`config.mk`:
```
export PLATFORM = sky130hd
export DESIGN_NAME = fft_stage_sched
export DESIGN_NICKNAME = d
export VERILOG_FILES = /design/src/rtl/fft_pkg.sv /design/src/rtl/fft_dly_line.sv /design/src/rtl/fft_stage_sched.sv
export SDC_FILE = /design/constraint.sdc
export NUM_CORES = 1
export LEC_CHECK = 0
export ABC_AREA = 1
export ABC_CLOCK_PERIOD_IN_PS = 12040
export CAP_MARGIN = 0
export CORE_MARGIN = 8
export CORE_UTILIZATION = 49
export DETAILED_ROUTE_END_ITERATION = 8
export GPL_TIMING_DRIVEN = 0
export PLACE_DENSITY = 0.71
export SYNTH_ARGS = -nofsm -noshare
export SYNTH_HDL_FRONTEND = slang
export SYNTH_SLANG_ARGS = --single-unit
```
`constraint.sdc`:
```
create_clock -name clk -period 12.04 [get_ports clk]
set_input_delay 1.204 -clock clk [delete_from_list [all_inputs] [get_ports clk]]
set_output_delay 1.204 -clock clk [all_outputs]
set_load 0.01 [all_outputs]
```
`src/rtl/fft_pkg.sv`:
```
// Shared definitions for the radix-2 DIT stage sequencer: point-size encoding,
// FSM state encoding and the butterfly address helper.
package fft_pkg;

    localparam int AW_C      = 9;
    localparam int WAW_C     = 8;
    localparam int ROM_DEPTH = 256;
    localparam int M_BASE    = 6;   // np=0 selects 64 points, so M = 6 + np
    localparam int M_MAX     = 9;

    typedef enum logic [1:0] {
        ST_IDLE  = 2'd0,
        ST_RUN   = 2'd1,
        ST_DRAIN = 2'd2,
        ST_DONE  = 2'd3
    } state_e;

    typedef struct packed {
        logic [AW_C-1:0]  a1;
        logic [AW_C-1:0]  a2;
        logic [WAW_C-1:0] wn;
    } bf_addr_t;

    function automatic logic [3:0] np_to_m(input logic [1:0] np);
        return 4'(M_BASE) + {2'b00, np};
    endfunction

    // Index of the last butterfly in a stage, N/2 - 1.
    function automatic logic [7:0] last_bf(input logic [3:0] m);
        logic [8:0] half;
        half = 9'd1 << (m - 4'd1);
        return 8'(half - 9'd1);
    endfunction

    // Twiddles are indexed in W512 units, so the ROM shift depends only on s.
    function automatic bf_addr_t bf_addr(input logic [7:0] b, input logic [3:0] s);
        bf_addr_t   r;
        logic [8:0] bw;
        logic [8:0] pos;
        logic [8:0] grp;
        bw   = {1'b0, b};
        pos  = bw & ((9'd1 << s) - 9'd1);
        grp  = bw >> s;
        r.a1 = (grp << (s + 4'd1)) | pos;
        r.a2 = r.a1 + (9'd1 << s);
        r.wn = 8'(pos << (4'($clog2(ROM_DEPTH)) - s));
        return r;
    endfunction

endpackage

```
`src/rtl/fft_dly_line.sv`:
```
// Fixed-latency shift register that turns the read enable/address pair into
// the matching write enable/address pair once the butterfly result is ready.
module fft_dly_line #(
    parameter int DEPTH = 2,
    parameter int W     = 19
) (
    input  logic         clk,
    input  logic         clr_i,
    input  logic [W-1:0] d_i,
    output logic [W-1:0] q_o
);

    logic [W-1:0] sr_q [DEPTH];

    // NOTE: every tap is cleared, not just the head, so writes still in flight
    // when the sequencer is reset never reach the SRAM.
    always_ff @(posedge clk) begin
        if (clr_i) begin
            for (int i = 0; i < DEPTH; i++) sr_q[i] <= '0;
        end else begin
            sr_q[0] <= d_i;
            for (int i = 1; i < DEPTH; i++) sr_q[i] <= sr_q[i-1];
        end
    end

    assign q_o = sr_q[DEPTH-1];

endmodule

```
`src/rtl/fft_stage_sched.sv`:
```
// Sequencer for the in-place radix-2 DIT butterfly: walks every stage and
// butterfly, issuing SRAM read/write address pairs and twiddle ROM addresses.
module fft_stage_sched
    import fft_pkg::*;
#(
    parameter int BF_LAT = 2,
    parameter int AW     = AW_C,
    parameter int WAW    = WAW_C
) (
    input  logic           clk,
    input  logic           rst_n,
    input  logic           start,
    input  logic [1:0]     np,
    output logic           busy,
    output logic [3:0]     stage,
    output logic           rd_en,
    output logic [AW-1:0]  rd_addr1,
    output logic [AW-1:0]  rd_addr2,
    output logic           wn_rd_en,
    output logic [WAW-1:0] rd_addr_wn,
    output logic           wr_en,
    output logic [AW-1:0]  wr_addr1,
    output logic [AW-1:0]  wr_addr2,
    output logic           fft_complete
);

    localparam logic [2:0] DRAIN_LAST = 3'(BF_LAT - 1);
    localparam int         DW         = 1 + 2 * AW;

    state_e     state_q, state_d;
    logic [3:0] s_q, s_d;
    logic [3:0] m_q, m_d;
    logic [7:0] b_q, b_d;
    logic [2:0] cnt_q, cnt_d;

    logic       rd_en_q, rd_en_d;
    bf_addr_t   addr_q, addr_d;
    logic       busy_q, busy_d;
    logic       done_q, done_d;
    logic [DW-1:0] wr_vec;

    always_ff @(posedge clk) begin
        if (!rst_n) begin
            state_q <= ST_IDLE;
            s_q     <= '0;
            m_q     <= '0;
            b_q     <= '0;
            cnt_q   <= '0;
            rd_en_q <= 1'b0;
            addr_q  <= '0;
            busy_q  <= 1'b0;
            done_q  <= 1'b0;
        end else begin
            state_q <= state_d;
            s_q     <= s_d;
            m_q     <= m_d;
            b_q     <= b_d;
            cnt_q   <= cnt_d;
            rd_en_q <= rd_en_d;
            addr_q  <= addr_d;
            busy_q  <= busy_d;
            done_q  <= done_d;
        end
    end

    // NOTE: every variable gets its hold value first so no path leaves it
    // unassigned and no latch is inferred.
    always_comb begin
        state_d = state_q;
        s_d     = s_q;
        m_d     = m_q;
        b_d     = b_q;
        cnt_d   = cnt_q;
        unique case (state_q)
            ST_IDLE: begin
                if (start) begin
                    state_d = ST_RUN;
                    s_d     = '0;
                    b_d     = '0;
                    m_d     = np_to_m(np);
                end
            end
            ST_RUN: begin
                if (b_q == last_bf(m_q)) begin
                    state_d = ST_DRAIN;
                    cnt_d   = '0;
                end else begin
                    b_d = b_q + 8'd1;
                end
            end
            ST_DRAIN: begin
                if (cnt_q == DRAIN_LAST) begin
                    if (s_q < m_q - 4'd1) begin
                        state_d = ST_RUN;
                        s_d     = s_q + 4'd1;
                        b_d     = '0;
                    end else begin
                        state_d = ST_DONE;
                    end
                end else begin
                    cnt_d = cnt_q + 3'd1;
                end
            end
            ST_DONE: begin
                state_d = ST_IDLE;
                s_d     = '0;
            end
            default: state_d = ST_IDLE;
        endcase
    end

    // NOTE: outputs are decoded from the next state and then registered, so
    // they line up with the state register in the same cycle without comb paths.
    always_comb begin
        rd_en_d = 1'b0;
        addr_d  = '0;
        busy_d  = (state_d != ST_IDLE);
        done_d  = (state_d == ST_DONE);
        if (state_d == ST_RUN) begin
            rd_en_d = 1'b1;
            addr_d  = bf_addr(b_d, s_d);
        end
    end

    fft_dly_line #(
        .DEPTH (BF_LAT),
        .W     (DW)
    ) u_dly (
        .clk   (clk),
        .clr_i (!rst_n),
        .d_i   ({rd_en_q, addr_q.a1, addr_q.a2}),
        .q_o   (wr_vec)
    );

    assign busy         = busy_q;
    assign stage        = s_q;
    assign rd_en        = rd_en_q;
    assign rd_addr1     = addr_q.a1;
    assign rd_addr2     = addr_q.a2;
    assign wn_rd_en     = rd_en_q;
    assign rd_addr_wn   = addr_q.wn;
    assign wr_en        = wr_vec[DW-1];
    assign wr_addr1     = wr_vec[2*AW-1:AW];
    assign wr_addr2     = wr_vec[AW-1:0];
    assign fft_complete = done_q;

endmodule
```
==> impl_metrics.toml, run 1 <==
[placement]
dp_hpwl_um = 11200
io_buffers = 56
finalWeightedCongestion = 0.979

[synthesis]
syn-cell-area_mm2 = 0.00523
yosys_warnings = 0
synthDistinctLibCells = 44
synthMuxAreaShare_pct = 0
synthAdderAreaFrac_pct = 7.56
syn_nets = 786
netlist_instances = 750
seq_area_frac_synth_pct = 33.3
synthArstFlopShare_pct = 0
syn_avg_cell_area_um2 = 6.97
synth_ff_type = "dfxtp_1"
ys_seq_elements = 87
synth_top_family_by_area = "simple AND/OR/NAND/NOR gates"
synth_edf_count = 0
synth-simple-area-share_pct = 33.9
synthXorXnorAreaFrac_pct = 3.30
synth_compound_area_share_pct = 8.59

[floorplan]
die_h_um = 119
fp.dieW_um = 119
start_util_pct = 50.6
num_io_pins = 58
die_area_mm2 = 0.0142
rows = 37
core_mm2 = 0.0103

[layout]
areaGrowthSynthToFinish_pct = 17.9
fin_nets = 853
fillers = 992
diodes = 0
drive_above_1_share_pct = 14.1

[clocking]
holdBufCountCts = 0
clkSinkCount = 87
cts_made_buffers = 9
cts_buffer_depth = 2
cts.repair.resized = 0
postCtsSetupRepairBufs = 0
cts_root_buf = "clkbuf_8"
cts_tree = "yes"
clkTransAtPathRegs_ns = 0.09
worstSkewPairLatency_ns = 0.36
htree_levels = 3

[min_path]
hold_class = "reg -> reg"

[drt]
wl_met2_um = 6250
routed-wl-met3_um = 993
wl_per_cell_um = 14.2
num_vias = 4848
firstDrtPassIters = 5
drtIter0Drc = 301
drc = 0
met1_length_um = 6180
ant_nets = 0
highest_layer = "met4"
via_per_inst = 5.06
drt-total-wl_um = 13600

[setup_path]
worstPathArrival_ns = 6.47
cp-end-kind = "register"
crit_required_ns = 12.29
cpPeakStageDelay_ns = 0.44
path_max_fanout = 11
crit_type = "reg -> reg"
startpoint_type = "register"
critPathTopFamily = "buffers and inverters"
cp_num_buf_inv = 10
crit_path_frequent_cell = "nand2_1"
crit_slowest_cell = "clkbuf_1"

[timing]
clock.fmax_mhz = 161
tightest_slew_ns = 0.507
setup_viol_count_final = 0
rsz0062_at_grt = "false"
skew_ns = 0.0167
hold_viol = 0
drv_slew = 0
tns_ns = 0
fin_crit_ns = 6.22
fin_crit_sh_pct = 51.6
relSlewSlack_pct = 66.2

[power_and_ir_drop]
finalPower_uw = 563
power_density_mw_per_mm2 = 91.3
vdd_ir_drop_max_uv = 60.2
power.leakage_uw = 0.00303

[status]
status = "finished clean"

[global_route]
grt-ovfl-total = 0
track_usage_pct = 19.4
antenna_found_initial = 0
grt_pass1_wl_um = 22500
grt_max_degree = 17
grt_pass1_vias = 4568

[flow_run]
drv_cap = 0
==> cells in the mapped netlist, types with 12 or more instances <==
library cell	instances	share of area, %
nand2_1	184	13
inv_1	104	7.5
dfxtp_1	87	33
nand3_1	74	7.1
nor2_1	61	4.4
a21oi_1	33	3.2
ha_1	30	7.2
buf_4	21	3.0
inv_2	17	1.2
nand2_2	14	1.7
o21ai_0	14	1.3
nand3_2	12	2.3
==> metal layers <==
metal,vias up,track usage (%)
met2,157,31.5
met4,0,5.38
li1,2468,-
met3,20,5.57
met5,-,0
met1,2203,24.6
==> kinds of logic after synthesis <==
family                     Yosys count
and+or+nand+nor                    379
buffers and inverters              159
DFF                                 87
AOI/OAI and AO/OA                   76
adders and majority gates           31
xor gates and xnor gates            18
==> where the power goes <==
part           internal (uW)  switching, uW
clock network           99.4            111
registers                291           2.83
logic                   20.5           38.2
total                    411            152
==> cell usage in the layout, fill, tap and decap left out, types with 3 or more instances in the layout <==
cell	synthesis	layout
ha_1	30	30
o21ai_2	6	6
a21oi_2	4	4
xor2_1	11	11
inv_2	17	17
nand2_1	184	184
nor2_1	61	61
inv_1	104	104
dfxtp_1	87	87
a21oi_1	33	33
nor3_1	7	7
clkbuf_1	10	11
clkdlybuf4s50_1	0	56
nand2_2	14	14
buf_4	21	21
nor2_2	7	7
buf_2	3	3
o21ai_0	14	14
o21ai_1	7	7
nand4_1	5	5
clkbuf_8	0	9
nand3_2	12	12
nor2_4	6	6
nand3_1	74	74
xnor2_1	5	5
==> registers in the layout, summed over array words and instances (netlist names) <==
register,flops
rd_en,1
busy,1
cnt_q,3
rd_addr1,9
stage,4
rd_addr_wn,8
m_q,3
u_dly.sr_q,38
state_q,2
b_q,8
rd_addr2,9
fft_complete,1
==> worst reg2reg max path, delay by kind of cell, from the launching register on <==
family / cells / cell delay, ns
compound gates: 4 / 0.56
simple gates: 21 / 1.71
buf+inv: 10 / 1.85
flops: 1 / 0.43
xor+xnor: 1 / 0.14
fa+ha+maj: 4 / 1.43
==> cell type report <==
type / instances / area (um^2) / share of cell area [%]
multi-input combinational: 504 / 2790 / 45.3
sequential: 87 / 1740 / 28.3
timing repair buffer: 56 / 561 / 9.10
inverter: 122 / 458 / 7.43
buffer: 37 / 236 / 3.84
tap: 136 / 170 / 2.76
clock buffer: 10 / 128 / 2.07
clock inverter: 6 / 75.1 / 1.22
==> path summary, 6_finish.rpt <==
check / slack (ns) / depth (start not counted) / endpoint / startpoint
max: 5.82 / 40 / rd_addr2[8] / m_q[0]
min: 0.40 / 2 / u_dly.sr_q[0][32] / u_dly.sr_q[0][13]
max reg2reg: 5.82 / 40 / rd_addr2[8] / m_q[0]
min reg2reg: 0.40 / 2 / u_dly.sr_q[0][32] / u_dly.sr_q[0][13]
==> per-stage QoR <==
stage / hold WS (ns) / util [%] / area [um^2] / setup WS (ns) / std cells
4_1_cts: 0.400 / 59.7 / 6160 / 5.85 / 958
2_1_floorplan: 0.390 / - / 5230 / 6.91 / 750
3_3_place_gp: 0.394 / 57.7 / 5960 / 5.93 / 942
6_report: 0.405 / 59.7 / 6160 / 5.82 / 958
5_1_grt: 0.420 / 59.7 / 6160 / 5.25 / 958
3_5_place_dp: 0.396 / 57.7 / 5960 / 5.87 / 942
No activity file was read; power rests on OpenSTA's default activity.
==> run 2, diff against run 1 <==
Settings changed: ABC_CLOCK_PERIOD_IN_PS 12040 to 5300, PLACE_DENSITY 0.71 to 0.74.
Clock period 12.04 ns to 5.3 ns, I/O delays scaled along.
==> run 2 against run 1 <==
Against the previous run: largest power group unchanged; highest routed layer unchanged; global-route usage fell by 0.90 points; die area did not move; core utilization rose by 5.3 points; power rose by 130%; critical endpoint unchanged.
==> impl_metrics.toml, run 2 (same netlist as run 1, synthesis figures left out) <==
[clocking]
cts_made_buffers = 9
cts_root_buf = "clkbuf_8"
clkTransAtPathRegs_ns = 0.11
holdBufCountCts = 0
worstSkewPairLatency_ns = 0.36
cts_tree = "yes"
clkSinkCount = 87
cts_buffer_depth = 2
htree_levels = 3

[timing]
final.setup.worst_slack_ns = 0.229
drv_slew = 0
fin_crit_ns = 5.07
tightest_slew_ns = 0.473
clock.fmax_mhz = 197
setup_viol_count_final = 0
hold_viol = 0
fin_crit_sh_pct = 95.7
skew_ns = 0.0218
relSlewSlack_pct = 68.5

[global_route]
antenna_found_initial = 0
track_usage_pct = 18.5
grt_pass1_wl_um = 21800
grt-ovfl-total = 0
grt_pass1_vias = 4465
grt_max_degree = 19

[flow_run]
drv_cap = 0

[layout]
regMostFlops = "u_dly.sr_q"
final_common_cell = "nand2_1"
mostFrequentLayoutCells = "174 x nand2_1, 96 x inv_1, 85 x dfxtp_1"
multi_input_area_mm2 = 0.00305
diodes = 0
areaGrowthSynthToFinish_pct = 28.3
largest_register_ffs = 38
fin_util_pct = 65.0
fillers = 865
drive_above_1_share_pct = 24.0
fin_nets = 884
seqCellArea_mm2 = 0.00175

[setup_path]
reg2reg_to = "rd_addr2[8]"
crit-reg2reg-launch = "m_q[0]"
crit_required_ns = 5.61
reg2reg_depth = 46
crit_path_end = "rd_addr2[8]"
reg2reg_slack_ns = 0.23
cpPeakStageDelay_ns = 0.37
cp-end-kind = "register"
crit_slowest_cell = "dfxtp_4"
worstPathArrival_ns = 5.38
path_max_fanout = 11
startpoint_type = "register"
crit_type = "reg -> reg"
critPathLaunch = "m_q[0]"
crit_path_frequent_cell = "nor2_1"

[drt]
drtIter0Drc = 373
via_per_inst = 5.08
drt-total-wl_um = 14000
wl_per_cell_um = 14.1
num_vias = 5022
drc = 0
firstDrtPassIters = 5
ant_nets = 0

[placement]
dp_slack_ns = -0.863
finalWeightedCongestion = 0.962
io_buffers = 56
dp_hpwl_um = 10600

[floorplan]
die_h_um = 119
core_mm2 = 0.0103
die_area_mm2 = 0.0142
num_io_pins = 58
start_util_pct = 50.6
rows = 37
fp.dieW_um = 119

[min_path]
hold_class = "reg -> reg"

[power_and_ir_drop]
vdd_ir_drop_max_uv = 161
power.leakage_uw = 0.00321
power_density_mw_per_mm2 = 191

[status]
status = "finished clean"
==> run 2: how the worst min path moves through the flow <==
stage / depth (start not counted) / start / to
CTS: 2 / u_dly.sr_q[0][8] / u_dly.sr_q[0][27]
global placement: 2 / u_dly.sr_q[0][18] / u_dly.sr_q[0][37]
global route: 2 / u_dly.sr_q[0][4] / u_dly.sr_q[0][23]
detailed placement: 2 / u_dly.sr_q[0][8] / u_dly.sr_q[0][27]
floorplan: 2 / u_dly.sr_q[0][0] / u_dly.sr_q[0][19]
finish: 2 / u_dly.sr_q[0][8] / u_dly.sr_q[0][27]
==> run 2: area by class of cell <==
cell class / count / share of cell area, %
timing repair buffer: 88 / 12.0
multi-input combinational: 504 / 45.4
clock buffer: 9 / 1.85
buffer: 36 / 4.05
inverter: 122 / 7.05
clock inverter: 7 / 1.04
tap: 136 / 2.54
sequential: 87 / 26.1
==> run 2: timing repair <==
action | in CTS | in global routing
pin swaps | 3 | 25
endpoints found under the setup margin | 6 | 4
gates resized for setup | 27 | 65
setup buffers | 1 | 31
==> run 2: power breakdown <==
part	internal (uW)	total, uW	switching [uW]	leakage, uW
logic	64.7	161	96.1	0.00241
clock network	184	453	268	0.0000959
registers	662	668	6.39	0.000705
total	911	1280	371	0.00321
==> run 2: per-stage QoR <==
step / total power, uW / instance area [um^2] / hold slack, ns / setup TNS (ns) / cells
after floorplan: 780 / 5230 / 0.390 / 0 / 750
after global routing: 1330 / 6710 / 0.419 / -0.334 / 989
after detailed placement: 816 / 5960 / 0.398 / -2.29 / 942
after CTS: 1260 / 6250 / 0.412 / 0 / 959
after global placement: 812 / 5960 / 0.393 / -2.01 / 942
final: 1280 / 6710 / 0.413 / 0 / 989
==> run 2: routing by layer <==
metal | global-route usage [%] | up-vias | routed length [um]
li1 | - | 2534 | -
met1 | 23.8 | 2319 | 6320
met2 | 30.8 | 154 | 6570
met4 | 5.22 | 0 | 195
met3 | 3.64 | 15 | 881
met5 | 0 | - | 0
==> run 2: worst max-delay path, delay by kind of cell, from the launching register on <==
kind,cells,cell delay [ns]
compound gates,2,0.32
xor+xnor,2,0.26
fa+ha+maj,5,1.04
buf+inv,13,1.16
flops,1,0.37
simple gates,24,1.86
==> run 3, diff against run 2 <==
==> constraint.sdc (replaced) <==
create_clock -name clk -period 5.3 [get_ports clk]
set_input_delay 0.53 -clock clk [delete_from_list [all_inputs] [get_ports clk]]
set_output_delay 0.53 -clock clk [all_outputs]
set_load 0.005 [all_outputs]
==> results of run 3 <==
The final DEF is identical to that of run 2. Status: finished clean.
